--- src/rtl/fetch_pkg.sv ---
// fetch_pkg: shared types and constants for the instruction-fetch slice
package fetch_pkg;
  typedef enum logic [1:0] {BOOT, RUN, FULL, PAUSE} fetch_state_t;
  typedef struct packed {
    logic [31:0] pc;
    logic [31:0] instr;
  } qentry_t;
  localparam logic [31:0] INSTR_NOP = 32'h0;
endpackage

--- src/rtl/fetch_if.sv ---
// fetch_if: memory-side and decode-side signals of the fetch controller
interface fetch_if #(parameter int QDEPTH = 4);
  logic                    FetchEn;
  logic [31:0]             IMemAddr;
  logic [31:0]             IMemInstr;
  logic [31:0]             IMemLookAhead;
  logic                    BranchTaken;
  logic [31:0]             BranchTarget;
  logic [31:0]             InstrOut;
  logic [31:0]             PCOut;
  logic                    InstrValid;
  logic                    DecodeReady;
  logic [$clog2(QDEPTH):0] QueueCount;
  modport master (
    input  FetchEn, IMemInstr, IMemLookAhead, BranchTaken, BranchTarget, DecodeReady,
    output IMemAddr, InstrOut, PCOut, InstrValid, QueueCount
  );
  modport slave (
    output FetchEn, IMemInstr, IMemLookAhead, BranchTaken, BranchTarget, DecodeReady,
    input  IMemAddr, InstrOut, PCOut, InstrValid, QueueCount
  );
endinterface

--- src/rtl/fetch_queue.sv ---
// fetch_queue: circular buffer of {pc, instr} with up to two pushes per cycle and flush
module fetch_queue
  import fetch_pkg::*;
#(
  parameter int QDEPTH = 4,
  localparam int PW = $clog2(QDEPTH),
  localparam int CW = PW + 1
) (
  input  logic    clk,
  input  logic    rst,
  input  logic    push0,
  input  logic    push1,
  input  logic    pop,
  input  logic    flush,
  input  qentry_t in0,
  input  qentry_t in1,
  output logic [CW-1:0] count,
  output qentry_t head
);
  qentry_t mem_q [QDEPTH];
  qentry_t mem_d [QDEPTH];
  logic [PW-1:0] head_q, head_d, tail_q, tail_d;
  logic [CW-1:0] count_q, count_d;
  // second push lands directly behind the first; flush wins over everything
  always_comb begin
    mem_d = mem_q;
    if (push0) mem_d[tail_q] = in0;
    if (push1) mem_d[tail_q + PW'(1)] = in1;
    tail_d  = flush ? '0 : tail_q + PW'(push0) + PW'(push1);
    head_d  = flush ? '0 : head_q + PW'(pop);
    count_d = flush ? '0 : count_q + CW'(push0) + CW'(push1) - CW'(pop);
  end
  // queue state register
  always_ff @(posedge clk) begin
    if (rst) begin
      mem_q   <= '{default: '0};
      head_q  <= '0;
      tail_q  <= '0;
      count_q <= '0;
    end else begin
      mem_q   <= mem_d;
      head_q  <= head_d;
      tail_q  <= tail_d;
      count_q <= count_d;
    end
  end
  assign count = count_q;
  assign head  = (count_q != '0) ? mem_q[head_q] : '{pc: 32'h0, instr: INSTR_NOP};
endmodule

--- src/rtl/fetch_controller.sv ---
// fetch_controller: PC, fetch FSM and redirect logic feeding a small instruction queue (optional FETCH_DUAL_EN)
module fetch_controller
  import fetch_pkg::*;
#(
  parameter int          QDEPTH     = 4,
  parameter int          IMEM_WORDS = 128,
  parameter logic [31:0] RESET_PC   = 32'h0,
  localparam int         CW         = $clog2(QDEPTH) + 1,
  localparam int         AW         = $clog2(IMEM_WORDS)
) (
  input logic      Clk,
  input logic      Reset,
  fetch_if.master  bus
);
  fetch_state_t state_q, state_d;
  logic [31:0]   pc_q, pc_d;
  logic [CW-1:0] count, free;
  logic          pop, push0, push1;
  qentry_t       head;
  // push/redirect decision; a taken branch flushes and discards this cycle's pop
  always_comb begin
    pop   = bus.InstrValid & bus.DecodeReady;
    free  = CW'(QDEPTH) - count + CW'(pop);
    push0 = (state_q == RUN) && bus.FetchEn && (free != '0) && !bus.BranchTaken;
`ifdef FETCH_DUAL_EN
    push1 = push0 && (free >= CW'(2)) && (pc_q[AW+1:2] != AW'(IMEM_WORDS - 1));
`else
    push1 = 1'b0;
`endif
    pc_d = bus.BranchTaken ? (bus.BranchTarget & ~32'h3) :
           pc_q + (push1 ? 32'd8 : push0 ? 32'd4 : 32'd0);
    state_d = (state_q == BOOT) ? RUN :
              !bus.FetchEn ? PAUSE :
              (bus.BranchTaken || state_q == PAUSE || free != '0) ? RUN : FULL;
  end
  // PC and FSM state register
  always_ff @(posedge Clk) begin
    if (Reset) begin
      state_q <= BOOT;
      pc_q    <= RESET_PC;
    end else begin
      state_q <= state_d;
      pc_q    <= pc_d;
    end
  end
  fetch_queue #(.QDEPTH(QDEPTH)) u_queue (
    .clk   (Clk),
    .rst   (Reset),
    .push0 (push0),
    .push1 (push1),
    .pop   (pop & ~bus.BranchTaken),
    .flush (bus.BranchTaken),
    .in0   ('{pc: pc_q, instr: bus.IMemInstr}),
    .in1   ('{pc: pc_q + 32'd4, instr: bus.IMemLookAhead}),
    .count (count),
    .head  (head)
  );
  assign bus.IMemAddr   = 32'(pc_q[AW+1:2]);
  assign bus.InstrOut   = head.instr;
  assign bus.PCOut      = head.pc;
  assign bus.InstrValid = (count != '0);
  assign bus.QueueCount = count;
endmodule

--- src/flat_wrapper.sv ---
// flat-port wrapper written by rule: the top's interface ports become plain ports
module fetch_controller_flat import fetch_pkg::*;
#(
  parameter int          QDEPTH     = 4,
  parameter int          IMEM_WORDS = 128,
  parameter logic [31:0] RESET_PC   = 32'h0,
  localparam int         CW         = $clog2(QDEPTH) + 1,
  localparam int         AW         = $clog2(IMEM_WORDS)
)
  (Clk, Reset, bus_FetchEn, bus_IMemInstr, bus_IMemLookAhead, bus_BranchTaken, bus_BranchTarget, bus_DecodeReady, bus_IMemAddr, bus_InstrOut, bus_PCOut, bus_InstrValid, bus_QueueCount);
  fetch_if #(.QDEPTH(QDEPTH)) bus_i ();
  input logic Clk;
  input logic Reset;
  input wire logic [$bits(bus_i.FetchEn)-1:0] bus_FetchEn;
  input wire logic [$bits(bus_i.IMemInstr)-1:0] bus_IMemInstr;
  input wire logic [$bits(bus_i.IMemLookAhead)-1:0] bus_IMemLookAhead;
  input wire logic [$bits(bus_i.BranchTaken)-1:0] bus_BranchTaken;
  input wire logic [$bits(bus_i.BranchTarget)-1:0] bus_BranchTarget;
  input wire logic [$bits(bus_i.DecodeReady)-1:0] bus_DecodeReady;
  output wire logic [$bits(bus_i.IMemAddr)-1:0] bus_IMemAddr;
  output wire logic [$bits(bus_i.InstrOut)-1:0] bus_InstrOut;
  output wire logic [$bits(bus_i.PCOut)-1:0] bus_PCOut;
  output wire logic [$bits(bus_i.InstrValid)-1:0] bus_InstrValid;
  output wire logic [$bits(bus_i.QueueCount)-1:0] bus_QueueCount;
  assign bus_i.FetchEn = bus_FetchEn;
  assign bus_i.IMemInstr = bus_IMemInstr;
  assign bus_i.IMemLookAhead = bus_IMemLookAhead;
  assign bus_i.BranchTaken = bus_BranchTaken;
  assign bus_i.BranchTarget = bus_BranchTarget;
  assign bus_i.DecodeReady = bus_DecodeReady;
  assign bus_IMemAddr = bus_i.IMemAddr;
  assign bus_InstrOut = bus_i.InstrOut;
  assign bus_PCOut = bus_i.PCOut;
  assign bus_InstrValid = bus_i.InstrValid;
  assign bus_QueueCount = bus_i.QueueCount;
  fetch_controller #(.QDEPTH(QDEPTH), .IMEM_WORDS(IMEM_WORDS), .RESET_PC(RESET_PC)) u_core (.Clk(Clk), .Reset(Reset), .bus(bus_i));
endmodule
--- config.mk ---
export PLATFORM = sky130hd
export DESIGN_NAME = fetch_controller_flat
export DESIGN_NICKNAME = d
export VERILOG_FILES = /design/src/rtl/fetch_pkg.sv /design/src/rtl/fetch_if.sv /design/src/rtl/fetch_queue.sv /design/src/rtl/fetch_controller.sv /design/src/flat_wrapper.sv
export SDC_FILE = /design/constraint.sdc
export NUM_CORES = 1
export LEC_CHECK = 0
export ABC_AREA = 1
export ABC_CLOCK_PERIOD_IN_PS = 4200
export BUFFER_PORTS_ARGS = -buffer_cell sky130_fd_sc_hd__buf_4
export CAP_MARGIN = 30
export CORE_ASPECT_RATIO = 0.9
export CORE_UTILIZATION = 47
export CTS_BUF_LIST = sky130_fd_sc_hd__clkbuf_4 sky130_fd_sc_hd__clkbuf_8 sky130_fd_sc_hd__clkbuf_16
export DETAILED_ROUTE_END_ITERATION = 8
export HOLD_SLACK_MARGIN = 0.02
export PLACE_DENSITY_LB_ADDON = 0.15
export SLEW_MARGIN = 20
export SYNTH_ARGS = -nofsm -noshare
export SYNTH_HDL_FRONTEND = slang
export SYNTH_SLANG_ARGS = --single-unit
--- constraint.sdc ---
create_clock -name Clk -period 4.2 [get_ports Clk]
set_input_delay 1.05 -clock Clk [delete_from_list [all_inputs] [get_ports Clk]]
set_output_delay 1.05 -clock Clk [all_outputs]
set_load 0.1 [all_outputs]
==> results of run 1 <==
## logic make-up (layout without fill, tap and decap cells)
family	after synthesis	after routing	synth area share
xor gates and xnor gates	7	7	0.00450
AOI/OAI and AO/OA	482	482	0.177
other	1	28	0.000275
buffers and inverters	274	294	0.0963
DFF	287	287	0.422
and+or+nand+nor	977	977	0.291
adders and majority gates	9	9	0.00882
## flip-flops by register name, summed over array words and instances, names as in the netlist
register	flops
u_core.u_queue.mem_q	248
u_core.pc_q	30
u_core.u_queue.count	3
u_core.state_q	2
u_core.u_queue.head_q	2
u_core.u_queue.tail_q	2
## critical path, stage by stage, from the launching register on
cell and delay (ns):
dfxtp_4 0.60, buf_12 0.40, nor2_1 0.08, nor2_1 0.09, o21ai_0 0.09, a21oi_1 0.34
buf_4 0.36
## layout by cell type (no fill, tap or decap), types with 5 or more instances in the layout
master and n:
a21oi_1 266, buf_12 5, buf_4 163, clkbuf_16 31, clkbuf_4 13, clkbuf_8 6, conb_1 27, dfxtp_1 285
ha_1 8, inv_1 65, nand2_1 306, nand3_1 212, nor2_1 446, nor2_4 5, o21ai_0 215
## stage by stage
step / total power, mW / instances
3_3_place_gp: 3.38 / 2389
4_1_cts: 6.04 / 2442
3_5_place_dp: 3.38 / 2389
2_1_floorplan: 3.26 / 2063
6_report: 6.01 / 2444
5_1_grt: 6.20 / 2443
## layer usage
layer,part of all wire,global-route usage
met5,0,0
met4,0.025,0.0832
met3,0.074,0.0366
met2,0.46,0.462
met1,0.44,0.378
## final cells by class
type	instances	area, µm²
fillers	2800	12700
flip-flops and latches	287	5750
well taps	360	450
clock inverters	3	40.0
multi-input cells	1502	6700
clock buffers	50	956
inverters	71	270
diodes	1	2.50
repair buffers	170	1360
## worst max path at each step
stage	start	end	slack, ns	cells past startpoint
floorplan	u_core.u_queue.count[1]$_SDFF_PP0_	u_core.pc_q[22]$_SDFF_PP0_	0.02	21
global placement	bus_DecodeReady	u_core.pc_q[22]$_SDFF_PP0_	0.51	20
detailed placement	bus_DecodeReady	u_core.pc_q[22]$_SDFF_PP0_	0.48	20
CTS	u_core.u_queue.head_q[0]$_SDFF_PP0_	bus_PCOut[10]	0.65	6
global route	u_core.u_queue.head_q[0]$_SDFF_PP0_	bus_PCOut[31]	0.52	6
finish	u_core.u_queue.head_q[0]$_SDFF_PP0_	bus_PCOut[27]	0.62	6
## Yosys cell counts (all sizes together)
cell,count,area [µm²]
nor3,2,15.0
buf,103,664
dfxtp,287,5750
conb,1,3.75
nand3,212,1060
nand2,310,1170
and2,1,6.26
o21ai,215,1080
nand4,1,6.26
o211ai,1,7.51
clkbuf,100,377
xor2,3,26.3
fa,1,20.0
nor2,451,1700
ha,8,100
a21oi,266,1330
clkinv,2,8.75
xnor2,4,35.0
inv,69,262
## power groups by stage
stage	Combinational, mW	Clock, mW	Sequential [mW]
3_5_place_dp	0.497	0	2.89
2_1_floorplan	0.412	0	2.85
6_report	0.505	2.68	2.83
5_1_grt	0.543	2.83	2.84
3_3_place_gp	0.493	0	2.89
4_1_cts	0.498	2.72	2.83
==> flow_summary.toml, run 1 <==
[placed_design]
place_ws_ns = 0.477
hpwlAfterDp_um = 23400
place_area_um2 = 14500
routabilityCongestion = 0.841
portBuffers = 139

[outcome]
status = "finished, final reports clean"

[cts]
h-tree-depth = 1
cts_tree = "built"
clock-sinks = 287
clockBufferDepth = 3
clkTransAtPathRegs_ns = 0.06
cts_resized = 0
cts_root_buffer = "clkbuf_16"
clkLatencyLatePin_ns = 0.55
cts_hold_buf = 0
cts-buffers-inserted = 31
cts_setup_buffers = 0

[floorplan]
die_y_um = 163
num_rows = 58
start_util = 0.482
fp.dieArea_um2 = 29700
core_um2 = 28200
io_pins = 201
die_w_um = 181

[setup_path]
cp.required_ns = 3.15
cp_max_fo = 71
worstSetupEndpointType = "output pin"
start_kind = "register"
r2r_cells = 22
path_class = "reg -> out"
timing.rr.start = "u_core.u_queue.count[1]$_SDFF_PP0_"
arrival_ns = 2.53
r2r_end = "u_core.pc_q[22]$_SDFF_PP0_"
ff2ff_setup_slack_ns = 0.93

[power_and_ir_drop]
p_sw_frac = 0.254
combPwrFrac = 0.084
p_switching_mw = 1.53
pwr-share-seq = 0.471
total_leakage_power_nw = 5.88
p_int_mw = 4.48
clkPwrFrac = 0.445
power_density_nw_per_um2 = 387
ir_drop_uv = 337

[min_path]
whs_endpoint = "u_core.u_queue.mem_q[147]$_SDFFE_PP0P_"
whs_path_depth = 2
worstHoldPathType = "reg -> reg"
worstHoldStart = "u_core.u_queue.mem_q[147]$_SDFFE_PP0P_"

[timing]
finalHoldViolations = 0
hold_slack_ns = 0.456
tightest_slew_ns = 0.916
slew_headroom = 0.389
fin_crit_sh = 0.852
drv_slew = 0
period_needed_ns = 3.58
fin_ws_ns = 0.620
skew_ns = 0.0113
setup-violations-final = 0
tns_ns = 0
rsz0062_at_grt = "no"
fmax_mhz = 279

[route]
routed_via_density = 5.55
drt_iter0_drc = 1249
ant_nets = 0
first_pass_iters = 5
vias = 13600
wl_per_cell_um = 17.3
detail_route.drc_violations = 0
wirelength_um = 42300

[yosys]
postSynthCellCount = 2037
netlist_area_um2 = 13600
yosys_register_bits = 287
seq_area_frac_synth = 0.422
syn_avg_cell_area_um2 = 6.68
ys_warn_count = 0
synth_cell_types = 30

[global_routing]
grt_util_all_layers = 0.279
grt_pass1_vias = 12400
grt_max_degree = 139
antenna_found_initial = 1
grt_pass1_wl_um = 66900
gr-total-overflow = 0

[cells_and_area]
utilization = 0.550
nets = 2173
drive_above_1_share = 0.116
syn_to_final_growth_pct = 14.1
design_area_um2 = 15500

[job]
drv_cap = 0
Note: power is estimated with default switching activity, not from simulation.
==> run 2: changes to the inputs <==
Settings changed: CORE_UTILIZATION 47 to 57.
==> run 2 against run 1 <==
Net effect:
- global-route usage up 4.3 points
- critical path depth unchanged
- total power up 0.18%
- worst hold slack better by 0.00054 ns
- sequential power about the same
- utilization up 11 points
- largest cell class unchanged
- non-clock buffer count down 3
- clock skew down 0.0017 ns
- count of clock-buffer cells in the layout down 8
- register-to-register slack better by 0.10 ns
- first-iteration DRC count up 15%
- via count up 1.3%
==> flow_summary.toml, run 2 (same netlist as run 1, synthesis figures left out) <==
[setup_path]
cpPeakStageDelay_ns = 0.80
ff2ff_setup_slack_ns = 1.03
cp_max_fo = 71
worst-path-buf-inv = 2
path_class = "reg -> out"
arrival_ns = 2.76
worstSetupEndpointType = "output pin"
crit_family = "flip-flops"
path_cells = "buf_12 -> nor2_1 -> nor2_1 -> o21ai_0 -> a21oi_1 -> buf_4"
cp.required_ns = 3.15
cpMaxStageDelayCell = "dfxtp_4"
crit_top_cell = "nor2_1"
start_kind = "register"

[power_and_ir_drop]
ir_drop_uv = 322
p_sw_frac = 0.253
clkPwrFrac = 0.447
total_leakage_power_nw = 5.86
power_mw = 6.02
p_int_mw = 4.50
p_switching_mw = 1.52
combPwrFrac = 0.083
power_density_nw_per_um2 = 390
pwr-share-seq = 0.470

[global_routing]
grt_util_all_layers = 0.322
grt_pass1_vias = 12200
use_met2 = 0.521
gr-total-overflow = 0
grt-busiest-layer = "met2"
grt_max_degree = 95
antenna_found_initial = 1
grtUsageMet3 = 0.0357
grt_pass1_wl_um = 63500
grtUsageMet1 = 0.443

[timing]
drv_slew = 0
tns_ns = 0
slew_headroom = 0.317
fmax_mhz = 262
fin_crit_sh = 0.907
skew_ns = 0.00955
rsz0062_at_grt = "no"
period_needed_ns = 3.81
setup-violations-final = 0
finalHoldViolations = 0
tightest_slew_ns = 1.02

[floorplan]
die_y_um = 149
fp.dieArea_um2 = 24500
start_util = 0.582
die_w_um = 165
core_um2 = 23400
num_rows = 53
io_pins = 201

[route]
ant_nets = 0
first_pass_iters = 7
wl_per_cell_um = 16.9
detail_route.drc_violations = 0
vias = 13700
routed_via_density = 5.76
wirelength_um = 40300
drt_iter0_drc = 1441

[cts]
cts_resized = 0
cts_setup_buffers = 0
cts_root_buffer = "clkbuf_16"
clock-sinks = 287
cts_hold_buf = 0
h-tree-depth = 1
clkLatencyLatePin_ns = 0.54
cts_tree = "built"
clockBufferDepth = 3
cts-buffers-inserted = 29
clkTransAtPathRegs_ns = 0.06

[cells_and_area]
regMostFlops = "u_core.u_queue.mem_q"
fillers = 2058
largest_register_ffs = 248
layout_commonest_cell = "nor2_1"
drive_above_1_share = 0.115
multi_input_area_um2 = 6700
final_cell_mix = "nor2_1, nand2_1, dfxtp_1, a21oi_1, o21ai_0"
nets = 2168
regArea_um2 = 5750
syn_to_final_growth_pct = 13.3

[placed_design]
routabilityCongestion = 0.893
hpwlAfterDp_um = 22300
portBuffers = 139

[job]
drv_cap = 0

[outcome]
status = "finished, final reports clean"

[min_path]
worstHoldPathType = "reg -> reg"
run 2: power by group through the flow:
stage / combinational [mW] / clock [mW] / sequential (mW)
after floorplan: 0.412 / 0 / 2.85
after global placement: 0.486 / 0 / 2.89
after detailed placement: 0.490 / 0 / 2.89
after CTS: 0.492 / 2.71 / 2.83
after global routing: 0.536 / 2.82 / 2.83
final: 0.500 / 2.69 / 2.83
run 2: cell type report:
class | instances | share of cell area
inverters | 71 | 0.0175
well taps | 302 | 0.0245
multi-input cells | 1502 | 0.434
repair buffers | 167 | 0.0852
clock inverters | 11 | 0.00917
diodes | 1 | 0.000162
flip-flops and latches | 287 | 0.373
clock buffers | 42 | 0.0562
run 2: per-layer routing:
layer | wire length [µm] | up-vias
met5 | 0 | -
met4 | 1030 | 0
met3 | 3420 | 77
met2 | 18600 | 689
met1 | 17200 | 6352
li1 | - | 6612
run 2: final timing paths:
check / start / to / cells after the start
max: u_core.u_queue.head_q[0]$_SDFF_PP0_ / bus_PCOut[29] / 6
min: u_core.u_queue.mem_q[149]$_SDFFE_PP0P_ / u_core.u_queue.mem_q[149]$_SDFFE_PP0P_ / 2
max reg2reg: u_core.u_queue.count[1]$_SDFF_PP0_ / u_core.u_queue.mem_q[123]$_SDFFE_PP0P_ / 15
min reg2reg: u_core.u_queue.mem_q[149]$_SDFFE_PP0P_ / u_core.u_queue.mem_q[149]$_SDFFE_PP0P_ / 2
run 2: worst reg2reg max path, delay by kind of cell (launching register included):
| family | cells | cell delay, ns |
|---|---|---|
| and+or+nand+nor | 7 | 1.05 |
| buffers and inverters | 5 | 1.03 |
| adders and majority gates | 2 | 0.43 |
| DFF | 1 | 0.41 |
| AOI/OAI and AO/OA | 1 | 0.18 |
run 2: per-stage QoR:
step	cell area, µm²	setup slack, ns	util	instances	hold slack [ns]
floorplan	13700	0.0195	-	2063	0.437
global placement	14400	0.713	0.615	2328	0.444
detailed placement	14400	0.583	0.615	2328	0.449
CTS	15400	0.451	0.658	2381	0.458
global route	15400	0.248	0.659	2383	0.473
finish	15400	0.390	0.659	2383	0.457
